`src/rtl/cpu_pkg.sv`:
```
// Shared CPU definitions: default register file geometry
// and the hard-wired zero register index.
package cpu_pkg;

  localparam int DEF_DATA_W = 32;
  localparam int DEF_ADDR_W = 5;
  localparam int REG_ZERO   = 0;

  typedef logic [DEF_ADDR_W-1:0] reg_idx_t;

endpackage

```
`src/rtl/regfile_read_port.sv`:
```
// One register file read port: storage mux, writeback
// bypass and scoreboard busy lookup.
module regfile_read_port
  import cpu_pkg::*;
#(
  parameter int DATA_W   = DEF_DATA_W,
  parameter int ADDR_W   = DEF_ADDR_W,
  parameter int ZERO_REG = 1
) (
  input  logic              reset,
  input  logic [ADDR_W-1:0] addr,
  input  logic [DATA_W-1:0] rf [2**ADDR_W],
  input  logic [2**ADDR_W-1:0] busy,
  input  logic              wr_en,
  input  logic [ADDR_W-1:0] wr_addr,
  input  logic [DATA_W-1:0] wr_data,
  output logic [DATA_W-1:0] rd_data,
  output logic              rd_busy
);

  logic is_zero;
  logic hit;

  assign is_zero = (ZERO_REG != 0)
                && (addr == ADDR_W'(REG_ZERO));
  assign hit = wr_en && (wr_addr == addr);

  // select bypass or stored value; reset forces zero
  always_comb begin
    rd_data = rf[addr];
    rd_busy = busy[addr] && !hit;
    if (hit) rd_data = wr_data;
    if (is_zero) begin
      rd_data = '0;
      rd_busy = 1'b0;
    end
    if (reset) begin
      rd_data = '0;
      rd_busy = 1'b0;
    end
  end

endmodule

```
`src/rtl/mips_regfile_sb.sv`:
```
// MIPS register file with write-to-read bypass and a
// per-register busy scoreboard with registered popcount.
module mips_regfile_sb
  import cpu_pkg::*;
#(
  parameter int DATA_W   = DEF_DATA_W,
  parameter int ADDR_W   = DEF_ADDR_W,
  parameter int NUM_RD   = 2,
  parameter int ZERO_REG = 1
) (
  input  logic                     clock,
  input  logic                     reset,
  input  logic [NUM_RD*ADDR_W-1:0] rd_addr,
  output logic [NUM_RD*DATA_W-1:0] rd_data,
  output logic [NUM_RD-1:0]        rd_busy,
  input  logic                     wr_en,
  input  logic [ADDR_W-1:0]        wr_addr,
  input  logic [DATA_W-1:0]        wr_data,
  input  logic                     iss_en,
  input  logic [ADDR_W-1:0]        iss_addr,
  output logic [ADDR_W:0]          busy_cnt
);

  localparam int DEPTH = 2**ADDR_W;
  localparam int CW    = ADDR_W + 1;

  logic [DATA_W-1:0] rf [DEPTH];
  logic [DEPTH-1:0]  busy;
  logic [DEPTH-1:0]  busy_nxt;
  logic [CW-1:0]     cnt_nxt;
  logic              wr_ok;
  logic              iss_ok;

  assign wr_ok = wr_en && !((ZERO_REG != 0)
              && (wr_addr == ADDR_W'(REG_ZERO)));
  assign iss_ok = iss_en && !((ZERO_REG != 0)
               && (iss_addr == ADDR_W'(REG_ZERO)));

  // writeback into storage; zero register never written
  always_ff @(posedge clock or posedge reset) begin
    if (reset) begin
      for (int i = 0; i < DEPTH; i++) rf[i] <= '0;
    end else if (wr_ok) begin
      rf[wr_addr] <= wr_data;
    end
  end

  // next busy vector: writeback clears, issue sets and wins
  always_comb begin
    busy_nxt = busy;
    if (wr_ok) busy_nxt[wr_addr] = 1'b0;
    if (iss_ok) busy_nxt[iss_addr] = 1'b1;
  end

  // popcount of the next busy vector
  always_comb begin
    cnt_nxt = '0;
    for (int i = 0; i < DEPTH; i++)
      cnt_nxt = cnt_nxt + CW'(busy_nxt[i]);
  end

  // scoreboard and count registers
  always_ff @(posedge clock or posedge reset) begin
    if (reset) begin
      busy     <= '0;
      busy_cnt <= '0;
    end else begin
      busy     <= busy_nxt;
      busy_cnt <= cnt_nxt;
    end
  end

  for (genvar p = 0; p < NUM_RD; p++) begin : g_rd
    regfile_read_port #(
      .DATA_W  (DATA_W),
      .ADDR_W  (ADDR_W),
      .ZERO_REG(ZERO_REG)
    ) u_port (
      .reset  (reset),
      .addr   (rd_addr[p*ADDR_W +: ADDR_W]),
      .rf     (rf),
      .busy   (busy),
      .wr_en  (wr_en),
      .wr_addr(wr_addr),
      .wr_data(wr_data),
      .rd_data(rd_data[p*DATA_W +: DATA_W]),
      .rd_busy(rd_busy[p])
    );
  end

endmodule
```
`config.mk`:
```
export PLATFORM = sky130hd
export DESIGN_NAME = mips_regfile_sb
export DESIGN_NICKNAME = d
export VERILOG_FILES = /design/src/rtl/cpu_pkg.sv /design/src/rtl/regfile_read_port.sv /design/src/rtl/mips_regfile_sb.sv
export SDC_FILE = /design/constraint.sdc
export NUM_CORES = 2
export LEC_CHECK = 0
export CORE_AREA = 10 10 418 420
export CTS_CLUSTER_DIAMETER = 80
export DETAILED_ROUTE_END_ITERATION = 12
export DIE_AREA = 0 0 428 430
export GPL_ROUTABILITY_DRIVEN = 1
export SETUP_SLACK_MARGIN = 0.15
export SKIP_LAST_GASP = 1
export SLEW_MARGIN = 20
export SYNTH_ARGS = -nofsm -noshare
export SYNTH_HDL_FRONTEND = slang
export SYNTH_SLANG_ARGS = --single-unit
```
`constraint.sdc`:
```
create_clock -name clock -period 45.5 [get_ports clock]
set_input_delay 11.375 -clock clock [delete_from_list [all_inputs] [get_ports clock]]
set_output_delay 11.375 -clock clock [all_outputs]
set_load 0.02 [all_outputs]
```
Word-level counts from Yosys, hierarchy flattened
Cells that the tools add are included.
Word-level totals
  flip-flop bits (word level): 1062
Cells by class
  add/sub/neg operators: 31
  $lt $le $gt $ge: 10
  equality and inequality tests: 2
  mux-type cells: 29
  bitwise operators: 6
  reductions and logical operators: 17
Operator list (count)
  1024-bit bitwise mux: 1
  32-bit two-way mux: 13
  32-bit binary-select mux with 5-bit select: 2
  32-bit demux with 5-bit select: 1
  6-bit by 1-bit adder with 6-bit output: 26
  32-bit AND: 1
  32-bit inverter: 1
  32-bit bitwise OR: 1
  5-bit by 6-bit < comparator with 1-bit output, second input constant: 4
  5-bit zero test: 4
  6-bit >= comparator, second input constant: 3
  5-bit inverter with 6-bit output: 3
  1-bit binary-select mux with 5-bit select: 2
  1-bit demux with 5-bit select: 2
  5-bit == test: 2
  5-bit by 1-bit >= comparator with 1-bit output, second input constant: 2
  1-bit logical AND: 9
  1-bit two-way mux: 8
  5-bit by 1-bit adder with 6-bit output: 1
  6-bit by 1-bit < comparator with 1-bit output, second input constant: 1
  4-bit by 1-bit adder with 5-bit output: 1
  3-bit by 1-bit adder with 4-bit output: 1
  1-bit zero test: 4
  2-bit by 1-bit adder with 3-bit output: 1
  1-bit by 1-bit adder with 2-bit output: 1

Depth between registers and ports, before layout
  word-level depth: 40
  gate-level depth with buffers: 22
  gate-level depth less buffers: 19

Cells and area by module
A second synthesis with hierarchy kept.
Second synthesis, totals
  cells, all modules: 4181
  area, all modules: 58766.4 um2
By module, submodules not included
  mips_regfile_sb: instances 1, cells an instance 2485, area each 41124.4 um2, sequential area each 26575.5 um2
  regfile_read_port: instances 2, cells an instance 848, area each 8821.0 um2, sequential area each 0.0 um2

Worst setup path before layout
No wires, ideal clock.
  kind: input -> output
  start point: in reset
  end point: out rd_data[46]
  arrival: 25.530 ns
  data required time: 34.125 ns
  setup slack: 8.595 ns
  cell stages on the path: 7
  path through: inv_2 > and3_1 > clkbuf_2 > clkbuf_1 > a211oi_1 > a31oi_1 > o32a_1
Between the ends
  cells in the longest elaborated chain, start to end: 1
Ends and longest elaborated chain
  from (decl): RTL line mips_regfile_sb.sv:12  | input logic reset,
  32-bit two-way mux: RTL line regfile_read_port.sv:37  | if (reset) begin
  to (decl): RTL line mips_regfile_sb.sv:14  | output logic [NUM_RD*DATA_W-1:0] rd_data,
No other way between the ends.

Worst setup path in the final report
  start point: in rd_addr[5]
  end point: out rd_data[60]
Between the ends
  cells in the longest elaborated chain, start to end: 7
  elaborated cells between the ends (all ways): 10
Ends and longest elaborated chain
  from (decl): RTL line mips_regfile_sb.sv:13  | input logic [NUM_RD*ADDR_W-1:0] rd_addr,
  5-bit inverter with 6-bit output (implied by the code): RTL line regfile_read_port.sv:30  | rd_data = rf[addr];
  32-bit binary-select mux with 5-bit select: RTL line regfile_read_port.sv:30
  32-bit two-way mux (implied by the code) (2 in series): RTL line regfile_read_port.sv:30
  32-bit two-way mux: RTL line regfile_read_port.sv:32  | if (hit) rd_data = wr_data;
  32-bit two-way mux *: RTL line regfile_read_port.sv:33  | if (is_zero) begin
  32-bit two-way mux *: RTL line regfile_read_port.sv:37
Mark *: on every way between the ends. The rest lies on a longest branch, timed or not. The select of a mux whose other input is x is not followed.

==> impl_metrics.json <==
{
  "status": "finished clean",
  "drtPass1Iterations": 5,
  "vias_per_cell": 6.11,
  "grt_max_degree": 116,
  "syn_nets": 4172,
  "start_util_pct": 34.8,
  "total_power_mw": 3.12,
  "grt_pass1_wl_mm": 290,
  "drv_slew": 0,
  "synth_top_area_cell": "dfrtp_1",
  "fin_setup_tns_ps": 0,
  "core.rowCount": 150,
  "hold_path_class": "flip-flop to flip-flop",
  "slew_headroom_pct": 17.9,
  "gp_congestion": 0.821,
  "end_kind": "output port",
  "rr_startpoint": "busy[21]",
  "drive_gt1_share_pct": 43.0,
  "hold_violations": 0,
  "cts_inserted_buffers": 116,
  "syn_area_per_cell_um2": 14.2,
  "min-delay-start": "rf[1019]",
  "die_w_um": 428,
  "clk_path_buf_depth": 3,
  "antenna_found_initial": 5,
  "nFillCells": 15600,
  "io_buffer_count": 127,
  "htreeDepth": 3,
  "async_reset_ff_share_pct": 100,
  "critPathLaunchType": "input pin",
  "ant_nets": 0,
  "io-pin-count": 128,
  "holdBufCountCts": 0,
  "crit_path_start": "rd_addr[5]",
  "wl_mm": 200,
  "synth_edf_count": 0,
  "hpwl_mm": 113,
  "area_growth_pct": 12.2,
  "synth_seq_cells": 1062,
  "min_period_ps": 27350,
  "clock_latency_ps": 730,
  "cts_tree": "yes",
  "vias": 38500,
  "fp.dieH_um": 430,
  "cts.repair.resized": 0,
  "synthFlopType": "dfrtp_1",
  "synth_top_area_share_pct": 45.9,
  "syn_area_um2": 57900,
  "fmax_mhz": 36.6,
  "power_density_nw_per_um2": 48.0,
  "worstPathMaxFanout": 52,
  "grt_overflow": 0,
  "placed_cells": 6081,
  "cp.arrival_ps": 15980,
  "vdd_drop_max_mv": 0.138,
  "coreArea_um2": 166000,
  "yosys_warnings": 0,
  "rsz0062_at_grt": "no",
  "grtUsageTotal_pct": 21.1,
  "drtIter0Drc": 3753,
  "maxCapViolations": 0,
  "cts_setup_buffers": 0,
  "ys_seq_area_share_pct": 45.9,
  "crit_type": "input pin to output port",
  "fin_skew_ps": 9.36,
  "clock-sinks": 1062,
  "syn_inst": 4085,
  "setup_viol_count_final": 0,
  "leakage_nw": 28.0,
  "stdcell_count": 6300,
  "nNetsFinal": 4082,
  "drcViolationCount": 0,
  "synthDistinctLibCells": 61,
  "root_buffer": "clkbuf_16",
  "grt_pass1_vias": 39400,
  "dieArea_um2": 184000,
  "clkTransAtPathRegs_ps": 60,
  "worst_pin_slew_ps": 1230,
  "wire_per_inst_um": 31.8,
  "worstPathRequired_ps": 34120,
  "yosys-top-cells-area": "dfrtp_1 46%, mux2_2 19%, mux4_2 15%",
  "period_share_pct": 60.1
}
==> routing by layer <==
metal / share of wire (%) / global-route usage (%) / vias to the layer above
met4: 4.8 / 8.80 / 0
met1: 41 / 28.1 / 20900
met3: 6.7 / 3.66 / 422
li1: - / - / 15600
met2: 47 / 34.2 / 1595
met5: 0 / 0 / -
==> stage by stage <==
stage | hold slack (ps) | worst slack [ps] | cell area, µm² | util, %
after detailed placement | 384 | 18060 | 61000 | 36.7
final | 391 | 18150 | 65000 | 39.1
after global placement | 377 | 18020 | 61000 | 36.7
after CTS | 398 | 18060 | 65100 | 39.1
after floorplan | 441 | 8590 | 57900 | -
after global routing | 407 | 17820 | 65000 | 39.1
==> final timing paths <==
| check | endpoint | slack (ps) | cells past startpoint |
|---|---|---|---|
| min | rf[1019] | 390 | 0 |
| min reg2reg | rf[1019] | 390 | 0 |
| max reg2reg | busy_cnt[4] | 40360 | 17 |
| max in group asynchronous | rf[393] | 30680 | 5 |
| min in group asynchronous | rf[479] | 11580 | 2 |
| max | rd_data[60] | 18150 | 10 |
==> state kept, by name, summed over array words and instances (netlist names) <==
signal,count
busy,32
rf,1024
busy_cnt,6
==> final cells by class <==
type                       count  area, µm²  area share [%]
timing repair buffer         257       2230            3.44
sequential                  1062      26600            40.9
clock buffer                 169       3470            5.33
antenna                        3       7.51          0.0115
multi-input combinational   2511      29200            44.9
inverter                      47        184           0.283
tap                         2204       2760            4.24
clock inverter                47        598           0.920
==> synthesized netlist by cell type, types with 5 or more instances <==
cell type and instances:
a2111oi_0 10, a2111oi_1 13, a211oi_1 76, a21oi_1 52
a22o_1 59, a22oi_1 109, a31oi_1 20, and2_1 7
and3_1 7, buf_1 35, buf_2 147, buf_4 47
buf_6 19, clkbuf_1 214, dfrtp_1 1062, fa_1 24
ha_1 7, inv_1 46, mux2_1 18, mux2_2 975
mux2i_1 322, mux4_2 382, nand2_1 52, nand3_1 21
nand3b_1 8, nor2_1 44, nor2b_1 53, nor3_1 6
nor4_1 5, o21ai_0 40, o221ai_1 32, o22a_1 19
o22ai_1 67, o32a_1 31, xor2_1 9
==> logic make-up (layout without fill, tap and decap cells) <==
family | count (synthesis) | after routing | synth area share (%)
simple gates | 226 | 226 | 2.09
compound gates | 544 | 544 | 6.97
other cells | 0 | 3 | 0
mux | 1697 | 1697 | 39.7
flops | 1062 | 1062 | 45.9
fa+ha+maj | 31 | 31 | 0.980
buf+inv | 512 | 520 | 4.20
xor+xnor | 13 | 13 | 0.196
==> placed cells by master (no fill, tap or decap), types with 33 or more instances in the layout <==
cell type           n
a211oi_1           76
a21oi_1            52
a22o_1             59
a22oi_1           109
buf_4             132
clkbuf_16         119
clkdlybuf4s50_1   111
dfrtp_1          1062
inv_1              46
mux2_2            975
mux2i_1           322
mux4_2            382
nand2_1            33
nor2_1             33
nor2b_1            48
o21ai_0            40
o22ai_1            67
==> power breakdown <==
group          switching, mW  total [mW]  internal (mW)  leakage [nW]
clock network          0.413        1.01          0.595          2.00
registers              0.132        1.27           1.13          13.6
logic                  0.392       0.847          0.454          12.4
==> worst max-delay path, cell delays in order <==
cell and delay, ps:
buf_8 390, buf_4 690, buf_4 640, buf_4 700
mux4_2 580, nor2b_1 140, a211oi_1 280, a211oi_1 90
o32a_1 390, clkdlybuf4s50_1 550
No activity file was read; power rests on OpenSTA's default activity.
